**src/rtl/apb_master_bridge.sv**
```systemverilog
// APB requester bridge: turns a valid/ready command into one APB SETUP/ACCESS transfer
// and returns a single-cycle response pulse, aborting completers that stall too long.
module apb_master_bridge #(
  parameter int ADDR_W  = 32,
  parameter int DATA_W  = 8,
  parameter int TIMEOUT = 16
) (
  input  logic              pclk,
  input  logic              preset,
  input  logic              cmd_valid,
  output logic              cmd_ready,
  input  logic              cmd_write,
  input  logic [ADDR_W-1:0] cmd_addr,
  input  logic [DATA_W-1:0] cmd_wdata,
  output logic              rsp_valid,
  output logic [DATA_W-1:0] rsp_rdata,
  output logic              rsp_err,
  output logic              rsp_tmo,
  output logic [ADDR_W-1:0] paddr,
  output logic              psel,
  output logic              penable,
  output logic              pwrite,
  output logic [DATA_W-1:0] pwdata,
  input  logic [DATA_W-1:0] prdata,
  input  logic              pready,
  input  logic              pslverr
);

  typedef enum logic [1:0] {
    IDLE   = 2'd0,
    SETUP  = 2'd1,
    ACCESS = 2'd2
  } state_e;

  // A zero TIMEOUT still needs a legal one-bit counter even though it never aborts.
  localparam int CNT_W = (TIMEOUT > 0) ? $clog2(TIMEOUT + 1) : 1;
  localparam logic [CNT_W-1:0] CNT_LAST = CNT_W'((TIMEOUT > 0) ? TIMEOUT - 1 : 0);
  localparam logic [CNT_W-1:0] CNT_MAX  = {CNT_W{1'b1}};

  state_e              state_q, state_d;
  logic [CNT_W-1:0]    waitCnt_q, waitCnt_d;
  logic [ADDR_W-1:0]   paddr_q, paddr_d;
  logic                pwrite_q, pwrite_d;
  logic [DATA_W-1:0]   pwdata_q, pwdata_d;
  logic                psel_q, psel_d;
  logic                penable_q, penable_d;
  logic                rspValid_q, rspValid_d;
  logic [DATA_W-1:0]   rspRdata_q, rspRdata_d;
  logic                rspErr_q, rspErr_d;
  logic                rspTmo_q, rspTmo_d;

  always_ff @(posedge pclk) begin
    if (preset) begin
      state_q    <= IDLE;
      waitCnt_q  <= '0;
      paddr_q    <= '0;
      pwrite_q   <= 1'b0;
      pwdata_q   <= '0;
      psel_q     <= 1'b0;
      penable_q  <= 1'b0;
      rspValid_q <= 1'b0;
      rspRdata_q <= '0;
      rspErr_q   <= 1'b0;
      rspTmo_q   <= 1'b0;
    end else begin
      state_q    <= state_d;
      waitCnt_q  <= waitCnt_d;
      paddr_q    <= paddr_d;
      pwrite_q   <= pwrite_d;
      pwdata_q   <= pwdata_d;
      psel_q     <= psel_d;
      penable_q  <= penable_d;
      rspValid_q <= rspValid_d;
      rspRdata_q <= rspRdata_d;
      rspErr_q   <= rspErr_d;
      rspTmo_q   <= rspTmo_d;
    end
  end

  // Outputs are computed one cycle ahead so every APB and response signal leaves a flop.
  always_comb begin
    state_d    = state_q;
    waitCnt_d  = waitCnt_q;
    paddr_d    = paddr_q;
    pwrite_d   = pwrite_q;
    pwdata_d   = pwdata_q;
    psel_d     = psel_q;
    penable_d  = penable_q;
    rspValid_d = 1'b0;
    rspRdata_d = rspRdata_q;
    rspErr_d   = rspErr_q;
    rspTmo_d   = rspTmo_q;

    unique case (state_q)
      IDLE: begin
        if (cmd_valid) begin
          paddr_d   = cmd_addr;
          pwrite_d  = cmd_write;
          pwdata_d  = cmd_wdata;
          psel_d    = 1'b1;
          penable_d = 1'b0;
          waitCnt_d = '0;
          state_d   = SETUP;
        end
      end

      SETUP: begin
        penable_d = 1'b1;
        state_d   = ACCESS;
      end

      ACCESS: begin
        // Completion is checked before the timeout so a late pready still wins.
        if (pready) begin
          psel_d     = 1'b0;
          penable_d  = 1'b0;
          rspValid_d = 1'b1;
          rspErr_d   = pslverr;
          rspTmo_d   = 1'b0;
          rspRdata_d = (!pwrite_q && !pslverr) ? prdata : '0;
          state_d    = IDLE;
        end else if ((TIMEOUT > 0) && (waitCnt_q == CNT_LAST)) begin
          psel_d     = 1'b0;
          penable_d  = 1'b0;
          rspValid_d = 1'b1;
          rspErr_d   = 1'b1;
          rspTmo_d   = 1'b1;
          rspRdata_d = '0;
          state_d    = IDLE;
        end else if (waitCnt_q != CNT_MAX) begin
          waitCnt_d = waitCnt_q + CNT_W'(1);
        end
      end

      default: begin
        psel_d    = 1'b0;
        penable_d = 1'b0;
        state_d   = IDLE;
      end
    endcase
  end

  assign cmd_ready = (state_q == IDLE);
  assign paddr     = paddr_q;
  assign pwrite    = pwrite_q;
  assign pwdata    = pwdata_q;
  assign psel      = psel_q;
  assign penable   = penable_q;
  assign rsp_valid = rspValid_q;
  assign rsp_rdata = rspRdata_q;
  assign rsp_err   = rspErr_q;
  assign rsp_tmo   = rspTmo_q;

endmodule

```
**config.mk**
```make
export PLATFORM = sky130hd
export DESIGN_NAME = apb_master_bridge
export DESIGN_NICKNAME = d
export VERILOG_FILES = /design/src/rtl/apb_master_bridge.sv
export SDC_FILE = /design/constraint.sdc
export NUM_CORES = 1
export LEC_CHECK = 0
export BUFFER_PORTS_ARGS = -buffer_cell sky130_fd_sc_hd__buf_2
export CORE_UTILIZATION = 41
export CTS_CLUSTER_SIZE = 12
export DETAILED_ROUTE_END_ITERATION = 8
export PLACE_DENSITY = 0.75
export SETUP_SLACK_MARGIN = 0.1
export SLEW_MARGIN = 20
export SYNTH_ARGS = -nofsm -noshare
export SYNTH_HDL_FRONTEND = slang
export SYNTH_SLANG_ARGS = --single-unit
```
**constraint.sdc**
```tcl
create_clock -name pclk -period 1.8 [get_ports pclk]
set_clock_uncertainty 0.15 [all_clocks]
set_input_delay 0.18 -clock pclk [delete_from_list [all_inputs] [get_ports pclk]]
set_output_delay 0.18 -clock pclk [all_outputs]
set_load 0.02 [all_outputs]
```
==> results of run 1 <==
[repair_timing]
item,4_1_cts,5_1_grt
gates cloned,1,0
hold buffers,50,0
pin swaps,1,4
hold endpoints to repair,50,0
setup buffers,0,0
setup endpoints to repair,14,36
gates resized for setup,7,10
[synth_stat cells, drive strengths merged]
cell type  number  area (µm²)
nand4           2       12.51
nand4b          1       8.760
ha              3       37.54
nand2b          4       25.02
a311o           1       10.01
or4b            1       13.76
nor3b           1       18.77
o21a            1       7.510
nor3            2       10.01
inv             3       11.26
buf            13       96.34
and3            2       12.51
nand2          82       307.8
dfxtp          60        1201
or4             1       7.510
nand3b          9       67.56
nor2b           2       12.51
o31ai           2       15.01
nor2           10       37.54
clkbuf          9       33.78
mux2i           1       10.01
nand3           1       5.000
or3b            1       8.760
a21oi          54       281.5
a211oi          1       7.510
o311ai          1       8.760
nor4bb          1       10.01
o21ai           9       45.04
[sequential cells by signal (all words and copies together), names as in the netlist]
name       cells
pwdata         8
rsp_rdata      8
psel           1
paddr         32
state_q        2
rsp_valid      1
waitCnt_q      5
rsp_err        1
rsp_tmo        1
pwrite         1
[cell families after synthesis]
group,after synthesis
flip-flops,60
AO/OA/AOI/OAI,69
multiplexers,1
adder cells (fa/ha/maj),3
AND/OR/NAND/NOR,120
buffers and inverters,25
[cell usage in the layout (no fill, tap or decap), types with 2 or more instances in the layout]
cell type and instances:
buf_2 108, nand2_1 82, dfxtp_1 58, a21oi_1 53, dlygate4sd3_1 50, buf_4 13, clkbuf_8 12, nor2_1 9
nand3b_1 9, o21ai_1 7, buf_6 5, nand2b_1 4, inv_1 3, nor3_1 2, nor2b_1 2, nand4_1 2
o31ai_1 2, ha_4 2, clkinv_2 2, bufinv_16 2, dfxtp_2 2
[per-stage QoR]
step | cells | area [µm²] | setup TNS (ns) | worst slack, ns | utilization [%]
finish | 520 | 3760 | -0.4887 | -0.1497 | 68.70
global route | 520 | 3760 | -0.7381 | -0.1994 | 68.70
CTS | 520 | 3742 | -0.4979 | -0.1616 | 68.38
detailed placement | 453 | 2987 | -0.5291 | -0.1688 | 54.57
global placement | 453 | 2987 | -0.4091 | -0.1253 | 54.57
floorplan | 278 | 2359 | -0.2878 | -0.09689 | -
[worst max-delay path, delay by kind of cell, from the launching register on]
family | cells | cell delay, ns
AND/OR/NAND/NOR | 2 | 0.69
flip-flops | 1 | 0.34
AO/OA/AOI/OAI | 1 | 0.19
adder cells (fa/ha/maj) | 2 | 0.30
multiplexers | 1 | 0.20
[final timing paths]
| check | end | slack [ns] |
|---|---|---|
| worst min register to register | paddr[4]$_SDFFE_PP0P_ | 0.30 |
| worst max register to register | waitCnt_q[1]$_SDFFE_PP0P_ | -0.15 |
| worst min-delay path | waitCnt_q[3]$_SDFFE_PP0P_ | 0.04 |
| worst max-delay path | waitCnt_q[1]$_SDFFE_PP0P_ | -0.15 |
[final cells by class]
class / count / area share (%)
Clock buffer: 12 / 4.393
Clock inverter: 4 / 1.864
Inverter: 3 / 0.2995
Multi-Input combinational cell: 193 / 27.25
Sequential cell: 60 / 32.01
Tap cell: 72 / 2.396
Timing Repair Buffer: 176 / 31.78
[where the power goes]
part	total [mW]	switching [mW]	internal [mW]	leakage, nW
Sequential	1.43	0.0381	1.40	0.492
Clock	1.38	0.497	0.888	0.122
Combinational	0.532	0.286	0.246	1.10
[layer usage]
layer | up-vias | GRT usage (%) | wire, µm
met5 | - | 0 | 0
li1 | 1257 | - | -
met3 | 12 | 5.119 | 354
met4 | 0 | 8.491 | 102
met2 | 80 | 40.71 | 3295
met1 | 1119 | 26.84 | 2795
==> impl_metrics.tcl, run 1 <==
set metrics [dict create \
    ant_nets 0 \
    crit_path_start "waitCnt_q[1]$_SDFFE_PP0P_" \
    total_leakage_power_nw 1.711 \
    p_total_mw 3.350 \
    peakVddDrop_mv 0.4742 \
    synth_simple_gate_area_share_pct 24.02 \
    grt_pass1_wl_um 10850 \
    gp_congestion 0.7697 \
    synthesis.nets 335 \
    antenna_found_initial 0 \
    outcome "finished with violations" \
    end_kind "flop" \
    yosysWarnings 0 \
    cts_tree "built" \
    finalCritPeriodShare_pct 108.3 \
    via_count 2468 \
    antenna_cells 0 \
    maxSlewHeadroom_pct 71.17 \
    synthXorXnorAreaFrac_pct 0 \
    required_ns 1.90 \
    max-cap-violations 0 \
    path_cells "ha_4, and3_4, ha_4, or4b_4, a21oi_4, mux2i_1" \
    cp-start-kind "flop" \
    path_clk_slew_ns 0.07 \
    grt-ovfl-total 0 \
    drive_gt1_share_pct 34.15 \
    netlist_area_um2 2323 \
    seq_area_frac_synth_pct 51.70 \
    die_w_um 77.28 \
    syn_inst 278 \
    synth_compound_area_share_pct 16.16 \
    critPathMaxStageDelay_ns 0.54 \
    critical_path_class "reg -> reg" \
    worst_slew_pin_slew_ns 0.4318 \
    drt-total-wl_um 6548 \
    grt_pass1_vias 2389 \
    wire_per_inst_um 12.59 \
    setup_slack_ns -0.1497 \
    ys_ff_latch 60 \
    root_buffer "clkbuf_8" \
    slew_viol_final 0 \
    die_area_um2 5972 \
    violations "setup timing" \
    synthMuxAreaShare_pct 0.4308 \
    synth_adder_area_share_pct 1.616 \
    nNetsFinal 500 \
    io_buffer_count 108 \
    core_area_um2 5473 \
    routed_via_density 4.746 \
    die_y_um 77.28 \
    pin_count 109 \
    rows 27 \
    min-delay-path-class "in -> reg" \
    hold_start "preset" \
    dp_hpwl_um 3823 \
    route.detailed.drc 0 \
    syn2layout_area_growth_pct 61.82 \
    hold_violations 0 \
    clockBufferDepth 2 \
    insertion_delay_ns 0.32 \
    synth_top_family_by_area "simple AND/OR/NAND/NOR gates" \
    fill_cells 451 \
    grtUsageTotal_pct 23.00 \
    clock-sinks 60 \
    initial_core_util_pct 42.46 \
    fmax_mhz 512.9 \
    regArea_um2 1204 \
    drt_iter0_markers 71 \
    fin_crit_ns 1.950 \
    critPathSlowestCell "or4b_4" \
    whs_ns 0.04454 \
    hold_depth 3 \
    htreeDepth 3 \
    finalSetupViolations 5 \
    grt_max_degree 35 \
    crit_top_cell "ha_4" \
    grt_setup_unrepaired "true" \
    syn_area_per_cell_um2 8.358 \
    r2r-start "waitCnt_q[1]$_SDFFE_PP0P_" \
    critPathMaxFanout 4 \
    multi_input_area_um2 1025 \
    yosysUniqueCellTypes 31 \
    reg2reg_depth 6 \
    cts-buffers-inserted 9 \
    arrival_ns 2.05 \
    firstDrtPassIters 4 \
    powerDensity_nw_per_um2 891.1 \
]
No activity file was read; power rests on OpenSTA's default activity.
==> run 2: changes to the inputs <==
BUFFER_PORTS_ARGS = -buffer_cell sky130_fd_sc_hd__clkbuf_2   (was -buffer_cell sky130_fd_sc_hd__buf_2)
==> run 2 against run 1 <==
The run still ends with setup timing left. Combinational power increased by 2%. Sequential cell count unchanged. Count of clock-buffer cells in the layout up 1. Fmax down 2.3%. Cell count grew 0.58%. Total power about the same. Clock power barely moved. Sequential share of layout area is 0.32 points lower. Largest power group unchanged.
==> impl_metrics.tcl, run 2 (synthesized netlist as in run 1, its figures left out) <==
set metrics [dict create \
    grt_setup_unrepaired "true" \
    die_y_um 77.28 \
    via_count 2468 \
    nNetsFinal 503 \
    clockBufferDepth 2 \
    cp-start-kind "flop" \
    cts-buffers-inserted 9 \
    finalCritPeriodShare_pct 110.9 \
    hold_start "preset" \
    slew_viol_final 0 \
    critPathTopFamily "simple AND/OR/NAND/NOR gates" \
    grt_pass1_wl_um 10470 \
    max-cap-violations 0 \
    root_buffer "clkbuf_8" \
    setup_slack_ns -0.1960 \
    antenna_cells 0 \
    cp_num_buf_inv 1 \
    syn2layout_area_growth_pct 63.44 \
    cts_tree "built" \
    drt-total-wl_um 6568 \
    dp_hpwl_um 3782 \
    route.detailed.drc 0 \
    ant_nets 0 \
    core_area_um2 5473 \
    min-delay-path-class "in -> reg" \
    crit_top_cell "ha_4" \
    critPathMaxFanout 4 \
    p_total_mw 3.353 \
    routed_via_density 4.719 \
    finalSetupViolations 5 \
    path_clk_slew_ns 0.07 \
    gp_congestion 0.7982 \
    grt_util_met3_pct 6.071 \
    pin_count 109 \
    io_buffer_count 108 \
    fin_crit_ns 1.996 \
    critPathSlowestCell "or4b_4" \
    peakVddDrop_mv 0.4855 \
    final_cell_mix "108 x clkbuf_2, 82 x nand2_1, 58 x dfxtp_1, 52 x a21oi_1, 50 x dlygate4sd3_1" \
    hold_depth 3 \
    grt_pass1_vias 2397 \
    maxSlewHeadroom_pct 71.08 \
    initial_core_util_pct 42.46 \
    r2r-start "waitCnt_q[1]$_SDFFE_PP0P_" \
    drt_iter0_markers 53 \
    tns_ns -0.7218 \
    htreeDepth 3 \
    grt_max_degree 43 \
    powerDensity_nw_per_um2 883.0 \
    final_area_um2 3797 \
    crit_path_start "waitCnt_q[1]$_SDFFE_PP0P_" \
    path_cells "ha_4, and3_4, ha_4, or4b_4, a21oi_4, buf_4, o31ai_2" \
    critPathMaxStageDelay_ns 0.54 \
    required_ns 1.85 \
    firstDrtPassIters 5 \
    clock-sinks 60 \
    outcome "finished with violations" \
    grtUsageTotal_pct 22.24 \
    rows 27 \
    largest_reg_flops 32 \
    whs_ns 0.06562 \
    end_kind "flop" \
    antenna_found_initial 0 \
    grt-busiest-layer "met2" \
    die_area_um2 5972 \
    worst_slew_pin_slew_ns 0.4337 \
    fin_util_pct 69.39 \
    die_w_um 77.28 \
    reg2reg_depth 7 \
    insertion_delay_ns 0.32 \
    total_leakage_power_nw 1.698 \
    grt-ovfl-total 0 \
    fill_cells 453 \
    arrival_ns 2.05 \
    hold_violations 0 \
    place_area_um2 3007 \
    wire_per_inst_um 12.56 \
    cp.depth 7 \
    drive_gt1_share_pct 35.03 \
    pre_cts_slack_ns -0.2063 \
    violations "setup timing" \
    critical_path_class "reg -> reg" \
    finalNonFillerCells 523 \
    fmax_mhz 501.0 \
    grt_use_met1_pct 23.83 \
    placed_cells 454 \
    final_common_cell "clkbuf_2" \
    grtUsageMet2_pct 40.97 \
]
run 2: cell types whose count changed in the layout (fill, tap and decap cells not counted), sizes merged:
| cell | change |
|---|---|
| clkinvlp | +1 |
| clkinv | -2 |
| buf | -105 |
| clkbuf | +109 |
run 2: final timing paths:
check                               to  slack (ns)
max          waitCnt_q[4]$_SDFFE_PP0P_       -0.20
min          waitCnt_q[3]$_SDFFE_PP0P_        0.07
max reg2reg  waitCnt_q[4]$_SDFFE_PP0P_       -0.20
min reg2reg     paddr[19]$_SDFFE_PP0P_        0.30
run 2: worst reg2reg max path: stages, from the launching register on:
cell and delay (ns):
dfxtp_2 0.34, ha_4 0.16, and3_4 0.15, ha_4 0.15, or4b_4 0.54, a21oi_4 0.19
buf_4 0.14, o31ai_2 0.05
run 2: per-layer routing:
metal,wire length [µm],part of all wire (%)
met3,395,6.0
met1,2728,42
met4,78,1.2
met5,0,0
met2,3365,51
run 2: power breakdown:
part           switching (mW)  internal [mW]
logic                   0.291          0.250
clock network           0.483          0.894
registers              0.0395           1.40
run 2: layout make-up:
class	instances	area, µm²	share of cell area [%]
clock inverters	3	67.56	1.779
well taps	72	90.09	2.372
flip-flops and latches	60	1204	31.70
multi-input cells	193	1037	27.31
clock buffers	13	168.9	4.448
repair buffers	179	1219	32.09
inverters	3	11.26	0.2965
run 2: what timing repair did:
action	CTS	global route
resized for setup	7	11
cloned	0	1
hold endpoints to repair	50	0
pin swaps	3	3
buffers inserted	1	1
setup endpoints to repair	9	16
hold buffers	50	0
